File: src/rtl/charge_hold_driver.sv
// Two-lane bus driver with trireg-style charge retention after release.
// Define CHARGE_DECAY_EN to enable the per-lane decay timer; otherwise HOLD persists.

module charge_hold_lane #(
  parameter int WIDTH        = 16,
  parameter int DRIVE_CYCLES = 2,
  parameter int DECAY_CYCLES = 50
) (
  input  logic             clk,
  input  logic             rst,
  input  logic             accept,
  input  logic [WIDTH-1:0] in_data,
  output logic             drive,
  output logic             known,
  output logic [WIDTH-1:0] data,
  output logic             pulse
);
  localparam int DRW = $clog2(DRIVE_CYCLES) + 1;

  typedef enum logic [1:0] {IDLE, DRIVE, HOLD} state_e;

  state_e           state_q, state_d;
  logic [DRW-1:0]   drv_cnt_q, drv_cnt_d;
  logic [WIDTH-1:0] data_q, data_d;
  logic             pulse_q, pulse_d;

`ifdef CHARGE_DECAY_EN
  localparam int DKW = $clog2(DECAY_CYCLES) + 1;
  logic [DKW-1:0]   dk_cnt_q, dk_cnt_d;
`endif

  always_comb begin
    state_d   = state_q;
    drv_cnt_d = drv_cnt_q;
    data_d    = data_q;
    pulse_d   = 1'b0;
`ifdef CHARGE_DECAY_EN
    dk_cnt_d  = dk_cnt_q;
`endif
    case (state_q)
      IDLE: ;
      DRIVE: begin
        if (drv_cnt_q == '0) begin
          state_d  = HOLD;
`ifdef CHARGE_DECAY_EN
          dk_cnt_d = DKW'(DECAY_CYCLES - 1);
`endif
        end else begin
          drv_cnt_d = drv_cnt_q - 1'b1;
        end
      end
      HOLD: begin
`ifdef CHARGE_DECAY_EN
        if (dk_cnt_q == '0) begin
          state_d = IDLE;
          data_d  = '0;
          pulse_d = 1'b1;
        end else begin
          dk_cnt_d = dk_cnt_q - 1'b1;
        end
`endif
      end
      default: state_d = IDLE;
    endcase
    // Accept is evaluated last so it beats a coincident decay expiry.
    if (accept) begin
      state_d   = DRIVE;
      drv_cnt_d = DRW'(DRIVE_CYCLES - 1);
      data_d    = in_data;
      pulse_d   = 1'b0;
    end
  end

  always_ff @(posedge clk or posedge rst) begin
    if (rst) begin
      state_q   <= IDLE;
      drv_cnt_q <= '0;
      data_q    <= '0;
      pulse_q   <= 1'b0;
`ifdef CHARGE_DECAY_EN
      dk_cnt_q  <= '0;
`endif
    end else begin
      state_q   <= state_d;
      drv_cnt_q <= drv_cnt_d;
      data_q    <= data_d;
      pulse_q   <= pulse_d;
`ifdef CHARGE_DECAY_EN
      dk_cnt_q  <= dk_cnt_d;
`endif
    end
  end

  assign drive = (state_q == DRIVE);
  assign known = (state_q != IDLE);
  assign data  = data_q;
  assign pulse = pulse_q;
endmodule

module charge_hold_driver #(
  parameter int WIDTH        = 16,
  parameter int DRIVE_CYCLES = 2,
  parameter int DECAY_CYCLES = 50
) (
  input  logic               clk,
  input  logic               rst,
  input  logic               in_valid,
  output logic               in_ready,
  input  logic               in_lane,
  input  logic [WIDTH-1:0]   in_data,
  output logic [2*WIDTH-1:0] bus_data,
  output logic [1:0]         bus_drive,
  output logic [1:0]         bus_known,
  output logic [1:0]         decay_pulse
);
  logic [1:0][WIDTH-1:0] lane_data;
  logic [1:0]            lane_acc;

  assign in_ready = ~bus_drive[in_lane];
  assign bus_data = lane_data;

  for (genvar i = 0; i < 2; i++) begin : g_lane
    assign lane_acc[i] = in_valid && in_ready && (in_lane == 1'(i));
    charge_hold_lane #(
      .WIDTH       (WIDTH),
      .DRIVE_CYCLES(DRIVE_CYCLES),
      .DECAY_CYCLES(DECAY_CYCLES)
    ) u_lane (
      .clk    (clk),
      .rst    (rst),
      .accept (lane_acc[i]),
      .in_data(in_data),
      .drive  (bus_drive[i]),
      .known  (bus_known[i]),
      .data   (lane_data[i]),
      .pulse  (decay_pulse[i])
    );
  end
endmodule

File: config.mk
export PLATFORM = sky130hd
export DESIGN_NAME = charge_hold_driver
export DESIGN_NICKNAME = d
export VERILOG_FILES = /design/src/rtl/charge_hold_driver.sv
export SDC_FILE = /design/constraint.sdc
export NUM_CORES = 1
export LEC_CHECK = 0
export CORE_UTILIZATION = 37
export DETAILED_ROUTE_END_ITERATION = 16
export HOLD_SLACK_MARGIN = 0.1
export PLACE_DENSITY = 0.67
export SYNTH_ARGS = -nofsm -noshare
export SYNTH_HDL_FRONTEND = slang
export SYNTH_SLANG_ARGS = --single-unit
export TNS_END_PERCENT = 30
File: constraint.sdc
create_clock -name clk -period 1.48 [get_ports clk]
set_input_delay 0.148 -clock clk [delete_from_list [all_inputs] [get_ports clk]]
set_output_delay 0.148 -clock clk [all_outputs]
set_load 0.05 [all_outputs]
; Yosys cells after proc, flatten, opt, wreduce, memory -nomap -nowiden
; Cells that the tools add are included.
[totals]
register_bits = 40
out_inout_bits = 39
elab_cells = 52
[classes]
addsub = 2
n_lt_le_gt_ge = 1
n_eq_ne = 10
n_mux = 14
bitwise_logic = 2
reduce_logical = 17
[op_table]
columns = operator, n
row1 = $mux W2, 10
row2 = $logic_not A2 Y1, 4
row3 = $ne A2 B1 Y1 const B, 4
row4 = $pmux W2 S2, 2
row5 = $reduce_and A2 Y1, 4
row6 = $reduce_bool A2 Y1, 4
row7 = $ne A3 B2 Y1 const B, 2
row8 = $eq A2 B1 Y1 const B, 2
row9 = $eq A2 B2 Y1 const B, 2
row10 = $reduce_or A2 Y1, 2
row11 = $sub A2 B1 Y2 const B, 2
row12 = $logic_and A1 B1 Y1, 3
row13 = $lt A1 B2 Y1 const B, 1
row14 = $mux W1, 2
row15 = $not A1 Y1, 2

; Logic depth before layout (Yosys ltp)
; Gate-level depths: netlist of the first run.
[depth]
ltp_word = 8
ltp_mapped = 5

; Modules after synthesis
; Synthesis of the first run repeated with hierarchy kept, for this count alone.
[hier_totals]
cells_unflattened = 115
area_unflattened_um2 = 1662.8
[modules_own_cells]
columns = module, instances, cells_each, area_each_um2, seq_area_each_um2
row1 = charge_hold_lane, 2, 56, 818.3, 500.5
row2 = charge_hold_driver, 1, 3, 26.3, 0.0

; Worst setup path before layout of the first run
; Ideal clock, no wire load.
[synth_timing]
path_type = reg-to-output
start = register g_lane[1].u_lane.state_q[0]
end = output in_ready
t_arrival_ps = 1345
required_time_ps = 1332
slack_ps = -13
path_stages_with_launch = 3
cell_sequence = dfrtp_1 > nor2b_4 > mux2i_1
[synth_between]
elab_chain_cells = 4
[synth_rtl]
columns = element, line
row1 = from (decl), 22  ; state_e state_q, state_d;
row2 = from (signal assigned), 84  ; state_q <= state_d;
row3 = $eq A2 B1 Y1, 94  ; assign drive = (state_q == DRIVE);
row4 = net g_lane[1].u_lane.drive, 13  ; output logic drive,
row5 = $mux W1 (not written as such) (2 in series), 119  ; assign in_ready = ~bus_drive[in_lane];
row6 = $not A1 Y1, 119
row7 = to (decl), 108  ; output logic in_ready,
; The timed path passes the listed nets, and every way through them passes these cells. The select of a mux whose other input is x is not followed.

; Worst setup path in the final report of the first run
[layout_timing]
start = register g_lane[0].u_lane.state_q[0]
end = output in_ready
[layout_between]
elab_chain_cells = 4
[layout_rtl]
columns = element, line
row1 = from (decl), 22
row2 = from (signal assigned), 84
row3 = $eq A2 B1 Y1, 94
row4 = $mux W1 (not written as such) (2 in series), 119
row5 = $not A1 Y1, 119
; Every way passes these cells. The select of a mux whose other input is x is not followed.

==> impl_metrics.csv, run 1 <==
group,metric,value,unit
status,outcome,"finished with violations",
status,violations,"design-rule violations",
synth,ys_ff_latch,40,
worst_setup_path,cp_top_family,"flip-flops",
sta,finalCriticalPeriod,1420,ps
drt,drcViolationCount,4,
cts,clkLatencyLatePin,280,ps
sta,holdWs,215,ps
global_routing,grt_antenna_before_repair,0,
run,drv_cap,0,
worst_setup_path,worstPathCellList,"nor2b_4 -> buf_6 -> mux2i_4 -> buf_12",
global_routing,grt_usage,15.0,%
cells_and_area,utilization,56.1,%
cells_and_area,area_growth,43.4,%
cts,cts_buffers,5,
cts,cts.clk_slew.worst_paths,80,ps
drt,wl_per_cell,14.9,µm
worst_setup_path,crit_arrival,1270,ps
sta,finalClockSkew,10.1,ps
sta,final.setup.tns,0,ps
global_routing,grt_pass1_wl,5730,µm
synth,yosysWarnings,0,
sta,finalSetupViolCount,0,
floorplanning,die_w,70.5,µm
worst_setup_path,cp_max_fo,4,
drt,via_per_inst,4.78,
cts,cts_sinks,40,
floorplanning,initial_core_util,39.1,%
worst_setup_path,reg2reg_from,"g_lane[0].u_lane.state_q[0]",
sta,max_freq,704,MHz
cells_and_area,final_cell_mix,"39 x dfrtp_1, 37 x buf_4, 22 x mux2_2",
worst_setup_path,cp_slowest_cell,"dfrtp_1",
cells_and_area,antenna-diode-count,0,
cts,root_buffer,"clkbuf_8",
cts,htreeDepth,2,
floorplanning,coreArea,4440,µm²
drt,drt-total-wl,3430,µm
global_routing,overflow,0,
cts,cts_max_path_buffers,2,
global_routing,grt_pass1_vias,1228,
floorplanning,fp-row-count,24,
worst_setup_path,criticalPathCategory,"reg2out",
floorplanning,ios,59,
hold_path,hp-class,"in2async",
sta,period_share,96.0,%
floorplanning,dieArea,4980,µm²
worst_setup_path,crit_required,1330,ps
cts,postCtsHoldBufs,0,
drt,vias,1105,
worst_setup_path,crit_path_end_kind,"output pin",
cells_and_area,final_common_cell,"dfrtp_1",
worst_setup_path,max_stage_delay,400,ps
synth,synth.yosys.seq_area_share,57.6,%
placement,place_ws,-119,ps
synth,syn_area_per_cell,15.1,µm²
worst_setup_path,reg2reg_setup_slack,70,ps
cells_and_area,layout.nets,201,
worst_setup_path,r2r-end,"g_lane[0].u_lane.data[10]",
synth,syn_inst,115,
sta,hold_violations,0,
global_routing,grt_start_max_net_pins,41,
placement,gp_congestion,0.679,
sta,slew_violations,0,
sta,rsz0062_at_grt,"true",
drt,ant_nets,0,
synth,mappedNetlistArea,1740,µm²
placement,port_buffers,56,
synth,yosysUniqueCellTypes,24,
worst_setup_path,critPathLaunchType,"flop",
drt,drtIter0Drc,47,
worst_setup_path,ff2ff_path_depth,4,
sta,fin_ws,59.2,ps
cts,cts_tree,"built",
placement,hpwlAfterDp,2530,µm
worst_setup_path,cp.buffers_inverters,2,
cells_and_area,fillers,361,
floorplanning,die_h,70.5,µm
drt,dr.pass1.iters,10,
cells_and_area,layout-drive-gt1-share,53.1,%
==> cells in the mapped netlist <==
library cell / n / share of area [%]
nand2_1: 3 / 0.65
nor2b_4: 2 / 1.6
o21ai_0: 3 / 0.86
buf_12: 1 / 1.2
mux2_1: 2 / 1.3
xnor2_1: 2 / 1.0
mux2_4: 8 / 6.9
nor3b_2: 2 / 1.4
mux2_2: 22 / 14
mux2i_1: 1 / 0.58
buf_4: 6 / 2.6
nor3b_4: 1 / 1.1
nor2_1: 2 / 0.43
or2_2: 3 / 1.1
dfrtp_1: 40 / 58
inv_1: 5 / 1.1
or2_1: 1 / 0.36
buf_6: 2 / 1.3
ha_1: 2 / 1.4
a211oi_1: 2 / 0.86
conb_1: 1 / 0.22
nand2_2: 1 / 0.36
nand2b_1: 2 / 0.72
nor2_8: 1 / 1.2
==> area by class of cell <==
cell class / instances / area, µm² / area share, %
well taps: 52 / 65.1 / 2.61
flip-flops and latches: 40 / 1000 / 40.2
clock inverters: 2 / 60.1 / 2.41
inverters: 5 / 18.8 / 0.753
repair buffers: 65 / 631 / 25.3
clock buffers: 5 / 68.8 / 2.76
multi-input cells: 62 / 647 / 26.0
==> worst max-delay path by stage <==
stage | startpoint | endpoint | slack (ps) | cells after the start
detailed placement | in_lane | g_lane[1].u_lane.data[3] | -120 | 5
global route | g_lane[0].u_lane.drv_cnt_q[0] | g_lane[0].u_lane.drv_cnt_q[1] | -20 | 5
finish | g_lane[0].u_lane.state_q[0] | in_ready | 60 | 4
global placement | in_lane | g_lane[1].u_lane.data[4] | -90 | 5
CTS | g_lane[0].u_lane.state_q[0] | in_ready | 20 | 4
floorplan | g_lane[0].u_lane.state_q[0] | g_lane[0].u_lane.data[10] | 160 | 4
==> per-layer routing <==
metal,global-route usage (%),vias to the layer above,routed length [µm]
met5,0,-,0
met4,6.00,0,42
met3,3.13,5,100
met2,26.4,22,1790
met1,18.2,572,1500
li1,-,506,-
==> what timing repair did <==
item / CTS / global route
resized for setup: 1 / 3
endpoints found under the setup margin: 1 / 2
hold endpoints to repair: 0 / 0
setup buffers: 1 / 0
cloned: 0 / 0
==> worst min-delay path, stage by stage <==
cell             delay, ps
clkdlybuf4s50_1        400
inv_1                   90
buf_12                 230
==> per-stage QoR <==
stage	instances	cell area (µm²)
finish	231	2490
global route	231	2490
CTS	231	2480
detailed placement	223	2340
global placement	223	2340
floorplan	116	1750
==> state kept, by name, indices dropped and copies added (netlist names) <==
register / flops
g_lane.u_lane.data: 32
g_lane.u_lane.drv_cnt_q: 4
g_lane.u_lane.state_q: 4
==> cells by family (layout without fill, tap and decap cells) <==
logic type | count (synthesis) | in the layout | share of synthesized area (%)
adders and majority gates | 2 | 2 | 1.44
xor gates and xnor gates | 2 | 2 | 1.01
AOI/OAI and AO/OA | 5 | 5 | 1.73
muxes | 33 | 33 | 23.0
other | 1 | 2 | 0.216
DFF | 40 | 40 | 57.6
and+or+nand+nor | 18 | 18 | 8.86
buffers and inverters | 14 | 77 | 6.12
Power of run 1 is left out: the tool's default activity adds up to more than one toggle a clock period on the data nets, which glitch-free logic cannot reach.
==> run 2, diff against run 1 <==
SLEW_MARGIN = 30   (was unset)
==> results of run 2 <==
No change in the layout: final DEF, timing and power equal those of run 1.
Power of run 2 is left out for the same reason.
==> run 3, diff against run 2 <==
RECOVER_POWER = 100   (was unset)
==> run 3 against run 2 <==
  * Count of clock-buffer cells in the layout unchanged
  * First-iteration DRC count unchanged
  * Critical path depth unchanged
  * Maximum frequency down 1.0%
  * Critical path type is now reg2reg
  * Cell area down 7.5%
  * Sequential cell count unchanged
  * Via count about the same
  * Sequential share of layout area up 3.2 points
  * Utilization down 4.2 points
  * The flow still finishes with violations (design-rule violations)
  * Clock skew up 1.5 ps
  * Worst setup slack worse by 15 ps
  * Register-to-register slack worse by 30 ps
  * Critical endpoint is now g_lane[0].u_lane.data[5]
==> impl_metrics.csv, run 3 (synthesized netlist as in run 1, its figures left out) <==
group,metric,value,unit
status,outcome,"finished with violations",
status,violations,"design-rule violations",
cells_and_area,utilization,51.9,%
run,drv_cap,0,
sta,rsz0062_at_grt,"true",
sta,holdWs,476,ps
worst_setup_path,cp_slowest_cell,"dfrtp_1",
sta,finalCriticalPeriod,1440,ps
cells_and_area,layout.nets,201,
floorplanning,dieArea,4980,µm²
cells_and_area,final-seq-area,1000,µm²
cells_and_area,layout-drive-gt1-share,33.5,%
cells_and_area,final_common_cell,"dfrtp_1",
sta,max_freq,697,MHz
global_routing,grt_pass1_vias,1228,
cells_and_area,fillers,401,
placement,hpwlAfterDp,2530,µm
global_routing,use_met2,26.4,%
floorplanning,initial_core_util,39.1,%
floorplanning,die_h,70.5,µm
cells_and_area,antenna-diode-count,0,
drt,drtIter0Drc,47,
worst_setup_path,crit_path_end_kind,"flop",
sta,worstMarginPinSlew,980,ps
drt,wl_per_cell,14.9,µm
floorplanning,die_w,70.5,µm
global_routing,overflow,0,
floorplanning,coreArea,4440,µm²
cells_and_area,multiInputGateArea,637,µm²
hold_path,hp-class,"in2async",
worst_setup_path,criticalPathCategory,"reg2reg",
cells_and_area,final_cell_mix,"40 x dfrtp_1, 33 x clkbuf_1, 22 x mux2_2",
worst_setup_path,cp_top_family,"flip-flops",
cts,postCtsHoldBufs,0,
global_routing,use_met3,3.13,%
drt,dr.pass1.iters,11,
cts,cts_buffers,5,
sta,hold_violations,0,
sta,finalSetupViolCount,0,
worst_setup_path,max_stage_delay,400,ps
global_routing,grt_antenna_before_repair,0,
sta,finalClockSkew,11.5,ps
cts,cts_tree,"built",
placement,gp_congestion,0.679,
cts,clkLatencyLatePin,280,ps
cts,htreeDepth,2,
cells_and_area,fin_cells,231,
cts,root_buffer,"clkbuf_8",
sta,relSlewSlack,34.7,%
global_routing,grt_pass1_wl,5730,µm
drt,via_per_inst,4.78,
worst_setup_path,worstPathCellList,"nor2b_4 -> nor3b_2 -> buf_12 -> mux2_1",
sta,period_share,97.0,%
worst_setup_path,critPathLaunchType,"flop",
drt,vias,1104,
worst_setup_path,crit_required,1640,ps
global_routing,grt_start_max_net_pins,41,
cts,cts.clk_slew.worst_paths,80,ps
cells_and_area,largest_reg_flops,32,
placement,dp_cells,223,
placement,port_buffers,56,
drt,ant_nets,0,
cts,cts_max_path_buffers,2,
worst_setup_path,cp_max_fo,17,
global_routing,grt.busiest_layer,"met2",
sta,slew_violations,0,
worst_setup_path,cp.buffers_inverters,1,
worst_setup_path,crit_arrival,1590,ps
drt,drt-total-wl,3430,µm
global_routing,met1_usage,18.2,%
floorplanning,fp-row-count,24,
cells_and_area,area_growth,32.7,%
floorplanning,ios,59,
drt,drcViolationCount,4,
cts,cts_sinks,40,
global_routing,grt_usage,15.0,%
## run 3: cell types whose count changed in the layout (fill, tap and decap cells not counted), sizes merged
cell,delta
clkbuf,+37
buf,-37
## run 3: area by class of cell
| type | instances | area share (%) |
|---|---|---|
| clock buffer | 5 | 2.98 |
| clock inverter | 2 | 2.60 |
| inverter | 5 | 0.814 |
| multi-input combinational | 62 | 27.6 |
| sequential | 40 | 43.4 |
| tap | 52 | 2.82 |
| timing repair buffer | 65 | 19.8 |
## run 3: what timing repair did
action,CTS,global route
gates cloned,0,0
resized for setup,1,3
endpoints found under the setup margin,1,2
setup buffers,1,0
pin swaps,0,0
## run 3: metal layers
metal	routed length [µm]	share of wire, %	vias to the layer above
met1	1510	44	572
met3	112	3.3	5
met2	1770	52	22
met4	42	1.2	0
met5	0	0	-
li1	-	-	505
## run 3: worst reg2reg max path, stage by stage, from the launching register on
cell and delay (ps):
dfrtp_1 400, nor2b_4 140, nor3b_2 230, buf_12 200
mux2_1 340
## run 3: metrics by stage
step / setup slack [ps] / TNS, ps / area (µm²)
after floorplan: 163 / 0 / 1750
after detailed placement: -119 / -2720 / 2340
final: 44.5 / 0 / 2310
after CTS: 19.9 / 0 / 2480
after global placement: -91.8 / -2460 / 2340
after global routing: -18.0 / -20.7 / 2310
## run 3: worst paths after layout
path / to / cells after the start / from / slack (ps)
hold reg to reg: g_lane[1].u_lane.state_q[1] / 1 / g_lane[1].u_lane.state_q[0] / 490
setup / recovery: g_lane[0].u_lane.data[5] / 4 / g_lane[0].u_lane.state_q[0] / 40
setup reg to reg: g_lane[0].u_lane.data[5] / 4 / g_lane[0].u_lane.state_q[0] / 40
max in group asynchronous: g_lane[0].u_lane.state_q[0] / 3 / rst / 390
hold / removal: g_lane[0].u_lane.data[11] / 3 / rst / 480
min in group clk: g_lane[1].u_lane.data[1] / 2 / in_data[1] / 490
Power of run 3 is left out for the same reason.
